### src/rtl/bcd_pair_counter.sv
// bcd_pair_counter: two-digit BCD up/down counter with parallel load.
//
// Counts 0..MODULUS-1 and wraps in both directions. A load applies only when
// both digits are valid BCD and the loaded value is below MODULUS; otherwise
// the count holds and LoadError pulses. Priority each edge: Load > Enable > hold.
//
// Ports
//   Clock      in   1  rising-edge clock
//   ResetN     in   1  asynchronous active-low reset
//   Load       in   1  load LoadT/LoadO this cycle
//   LoadT      in   4  tens digit to load
//   LoadO      in   4  ones digit to load
//   Enable     in   1  count one step this cycle
//   Up         in   1  1 = increment, 0 = decrement
//   YT         out  4  tens digit (registered)
//   YO         out  4  ones digit (registered)
//   Carry      out  1  pulse on up-wrap to 00
//   Borrow     out  1  pulse on down-wrap to MODULUS-1
//   LoadError  out  1  pulse on rejected load
module bcd_pair_counter #(
  parameter int unsigned MODULUS = 100  // legal 2..100
) (
  input  logic       Clock,
  input  logic       ResetN,
  input  logic       Load,
  input  logic [3:0] LoadT,
  input  logic [3:0] LoadO,
  input  logic       Enable,
  input  logic       Up,
  output logic [3:0] YT,
  output logic [3:0] YO,
  output logic       Carry,
  output logic       Borrow,
  output logic       LoadError
);

  // Digits of the top count value MODULUS-1.
  localparam logic [3:0] MaxT   = 4'((MODULUS - 1) / 10);
  localparam logic [3:0] MaxO   = 4'((MODULUS - 1) % 10);
  localparam logic [7:0] ModVal = 8'(MODULUS);

  logic [3:0] yt_q, yt_d;
  logic [3:0] yo_q, yo_d;
  logic       carry_q, carry_d;
  logic       borrow_q, borrow_d;
  logic       load_error_q, load_error_d;

  logic [7:0] load_val;
  logic       load_ok;
  logic       at_max;
  logic       at_zero;

  // Max operands 15*10+15 = 165, so 8 bits never overflow.
  assign load_val = ({4'b0, LoadT} * 8'd10) + {4'b0, LoadO};
  assign load_ok  = (LoadT <= 4'd9) && (LoadO <= 4'd9) && (load_val < ModVal);
  assign at_max   = (yt_q == MaxT) && (yo_q == MaxO);
  assign at_zero  = (yt_q == 4'd0) && (yo_q == 4'd0);

  always_comb begin
    yt_d         = yt_q;
    yo_d         = yo_q;
    carry_d      = 1'b0;
    borrow_d     = 1'b0;
    load_error_d = 1'b0;

    if (Load) begin
      if (load_ok) begin
        yt_d = LoadT;
        yo_d = LoadO;
      end else begin
        load_error_d = 1'b1;
      end
    end else if (Enable) begin
      if (Up) begin
        if (at_max) begin
          yt_d    = 4'd0;
          yo_d    = 4'd0;
          carry_d = 1'b1;
        end else if (yo_q == 4'd9) begin
          yo_d = 4'd0;
          yt_d = yt_q + 4'd1;
        end else begin
          yo_d = yo_q + 4'd1;
        end
      end else begin
        if (at_zero) begin
          yt_d     = MaxT;
          yo_d     = MaxO;
          borrow_d = 1'b1;
        end else if (yo_q == 4'd0) begin
          yo_d = 4'd9;
          yt_d = yt_q - 4'd1;
        end else begin
          yo_d = yo_q - 4'd1;
        end
      end
    end
  end

  always_ff @(posedge Clock or negedge ResetN) begin
    if (!ResetN) begin
      yt_q         <= 4'd0;
      yo_q         <= 4'd0;
      carry_q      <= 1'b0;
      borrow_q     <= 1'b0;
      load_error_q <= 1'b0;
    end else begin
      yt_q         <= yt_d;
      yo_q         <= yo_d;
      carry_q      <= carry_d;
      borrow_q     <= borrow_d;
      load_error_q <= load_error_d;
    end
  end

  assign YT        = yt_q;
  assign YO        = yo_q;
  assign Carry     = carry_q;
  assign Borrow    = borrow_q;
  assign LoadError = load_error_q;

endmodule

### config.mk
export PLATFORM = sky130hd
export DESIGN_NAME = bcd_pair_counter
export DESIGN_NICKNAME = d
export VERILOG_FILES = /design/src/rtl/bcd_pair_counter.sv
export SDC_FILE = /design/constraint.sdc
export NUM_CORES = 1
export LEC_CHECK = 0
export ABC_AREA = 1
export CAP_MARGIN = 5
export CORE_UTILIZATION = 40
export DETAILED_ROUTE_END_ITERATION = 10
export PLACE_DENSITY = 0.66
export SYNTH_ARGS = -nofsm -noshare
export SYNTH_HDL_FRONTEND = slang
export SYNTH_SLANG_ARGS = --single-unit
### constraint.sdc
create_clock -name Clock -period 2.5 [get_ports Clock]
set_input_delay 0.75 -clock Clock [delete_from_list [all_inputs] [get_ports Clock]]
set_output_delay 0.75 -clock Clock [all_outputs]
set_load 0.05 [all_outputs]
==> flow_metrics.tcl <==
set metrics [dict create \
    nets 238 \
    cts.clk_slew.worst_paths_ns 0.06 \
    grt_util_met1_pct 27.9 \
    cts_sinks 11 \
    io_pins 24 \
    peakVddDrop_uv 887 \
    core_mm2 0.00257 \
    period_share_pct 104 \
    hpwl_mm 2.40 \
    stdcell_area_mm2 0.00167 \
    r2r-start "YO[2]" \
    stdcell_count 243 \
    grt_usage_pct 21.1 \
    hold_viol_final 0 \
    p_seq_share_pct 25.3 \
    leakage_nw 0.814 \
    worstSetupPathType "in -> reg" \
    clkPwrFrac_pct 10.1 \
    crit_path_start_kind "input pin" \
    r2r_end "YT[1]" \
    grt_max_degree 12 \
    post-route-worst-setup-slack_ns -0.104 \
    layout_common_cells "nand2_1, inv_1, clkdlybuf4s50_1" \
    yosys_warnings 0 \
    die_w_um 55.3 \
    layout_min_cycle_time_ns 2.60 \
    first_pass_iters 4 \
    top_usage_layer "met2" \
    setup_tns_ns -0.685 \
    rsz0062_at_grt "yes" \
    syn-cell-area_mm2 0.00113 \
    pwr-share-comb_pct 64.6 \
    critPathArrivalTime_ns 2.81 \
    whs_endpoint "YT[1]" \
    cts_buffers 3 \
    rows 18 \
    hold_depth 2 \
    maxSlewHeadroom_pct 66.2 \
    met2_usage_pct 35.1 \
    drive_gt1_share_pct 27.2 \
    cts_tree "done" \
    vias 1272 \
    crit_fanout 5 \
    wl_per_cell_um 12.6 \
    gr-total-overflow 0 \
    worstPathRequired_ns 2.70 \
    fmax_ghz 0.384 \
    drc 0 \
    finalMaxSlewViolations 0 \
    end_kind "flip-flop" \
    drt_iter0_drc 48 \
    yosysSeqAreaShare_pct 24.3 \
    grt_pass1_vias 1190 \
    placedCellCount 237 \
    syn_avg_cell_area_um2 6.72 \
    r2r_slack_ns 0.66 \
    tightest_slew_ns 0.505 \
    max-cap-violations 0 \
    start_util_pct 44.2 \
    io_buffers 23 \
    final_common_cell "nand2_1" \
    n_fill_cell 235 \
    insertion_delay_ns 0.27 \
    pre_cts_slack_ns -0.825 \
    syn_nets 193 \
    grt_use_met3_pct 5.15 \
    synth_cell_types 30 \
    cts_htree_levels 1 \
    reg2reg_depth 10 \
    root_buffer "clkbuf_4" \
    antenna_found_initial 0 \
    switchingPower_w 0.000593 \
    swShare_pct 50.8 \
    worstHoldStart "YT[1]" \
    die_area_mm2 0.00305 \
    clockBufferDepth 2 \
    finalSetupViolCount 8 \
    placed_area_mm2 0.00156 \
    power.internal_w 0.000576 \
    hold_class "reg -> reg" \
    skew_ns 0.00273 \
    wl_mm 3.07 \
    outcome "finished, violations left" \
    violations "setup timing" \
    antenna_left 0 \
    grt_pass1_wl_mm 5.22 \
    area_delta_synth_final_pct 47.0 \
    synth_seq_cells 11 \
    place_congestion 0.884 \
    diodes 0 \
    syn_inst 169 \
    p_per_area_mw_per_mm2 701 \
    die_h_um 55.3 \
    avgViaCountPerCell 5.23 \
]
cell usage after synthesis:
| library cell | n | area share [%] |
|---|---|---|
| nand2_1 | 45 | 15 |
| inv_1 | 26 | 8.6 |
| nand3_1 | 14 | 6.2 |
| dfrtp_1 | 11 | 24 |
| nor2_1 | 10 | 3.3 |
| ha_1 | 9 | 9.9 |
| o21ai_0 | 9 | 4.0 |
| a21oi_1 | 8 | 3.5 |
| nor3_1 | 4 | 1.8 |
| o211ai_1 | 4 | 2.6 |
| nand2_2 | 3 | 1.7 |
| o21ai_2 | 3 | 2.3 |
| fa_1 | 2 | 3.5 |
| inv_2 | 2 | 0.66 |
| nor2_2 | 2 | 1.1 |
| o31ai_1 | 2 | 1.3 |
| xnor2_1 | 2 | 1.5 |
| a21oi_2 | 1 | 0.77 |
| a22oi_1 | 1 | 0.66 |
| buf_2 | 1 | 0.44 |
| buf_6 | 1 | 0.99 |
| clkinv_1 | 1 | 0.33 |
| nand3_2 | 1 | 0.88 |
| nand4_1 | 1 | 0.55 |
| nor3_2 | 1 | 0.88 |
| o21a_1 | 1 | 0.66 |
| o21ai_1 | 1 | 0.44 |
| o21bai_1 | 1 | 0.66 |
| o311ai_0 | 1 | 0.77 |
| xor2_1 | 1 | 0.77 |
metrics by stage:
stage          utilization [%]  total power, W  hold WS, ns
2_1_floorplan                -        0.000781        0.454
3_3_place_gp              60.8        0.000997        0.530
3_5_place_dp              60.8         0.00101        0.537
4_1_cts                   63.4         0.00115        0.557
5_1_grt                   65.0         0.00126        0.619
6_report                  65.0         0.00117        0.552
layer usage:
| layer | wire length (um) | part of all wire, % | up-vias |
|---|---|---|---|
| met5 | 0 | 0 | - |
| met3 | 148 | 4.8 | 4 |
| li1 | - | - | 639 |
| met1 | 1420 | 46 | 591 |
| met2 | 1490 | 48 | 38 |
| met4 | 17 | 0.55 | 0 |
flip-flops by register name (all words and copies together) (netlist names):
| signal | count |
|---|---|
| YT | 4 |
| Carry | 1 |
| Borrow | 1 |
| YO | 4 |
| LoadError | 1 |
cell type report:
cell class	count	area [um2]	share of cell area, %
multi-input combinational	127	840	50.3
timing repair buffer	42	380	22.8
inverter	29	109	6.53
sequential	11	275	16.5
clock buffer	4	26.3	1.58
tap	30	37.5	2.25
what timing repair did:
item	CTS	global route
setup endpoints to repair	9	8
pin swaps	11	2
hold buffers	0	0
resized for setup	30	9
setup buffers	1	1
kinds of logic (layout without fill, tap and decap cells):
family / Yosys count / after routing / share of synthesized area, %
adder cells (fa/ha/maj): 11 / 11 / 13.5
AND/OR/NAND/NOR: 81 / 81 / 31.2
AO/OA/AOI/OAI: 32 / 32 / 17.8
flip-flops: 11 / 11 / 24.3
buffers and inverters: 31 / 75 / 11.0
XOR/XNOR: 3 / 3 / 2.32
how the worst max path moves through the flow:
stage	slack, ns	endpoint	depth (start not counted)	from
2_1_floorplan	-0.17	YO[1]	17	LoadT[3]
3_3_place_gp	-0.77	YT[1]	18	LoadT[3]
3_5_place_dp	-0.82	YT[1]	18	LoadT[1]
4_1_cts	-0.07	YT[1]	18	LoadT[1]
5_1_grt	-0.19	YT[1]	18	LoadT[3]
6_report	-0.10	YT[1]	17	LoadT[1]
power by group through the flow:
stage	sequential [W]	clock, W	combinational (W)
after floorplan	0.000446	0	0.000335
after global placement	0.000296	0	0.000700
after detailed placement	0.000296	0	0.000712
after CTS	0.000296	0.000123	0.000732
after global routing	0.000305	0.000134	0.000821
final	0.000296	0.000118	0.000755
critical path, cell delays in order:
cell     delay (ns)
buf_6          0.10
ha_4           0.27
ha_4           0.13
inv_2          0.04
fa_2           0.55
inv_2          0.04
buf_4          0.14
nor2_2         0.12
a21oi_2        0.04
nand2_1        0.06
nand2_1        0.06
nand2_2        0.07
nand3_2        0.08
nand2_4        0.11
buf_6          0.12
nand3_2        0.06
nand2_1        0.08
(Power assumes the default switching activity.)
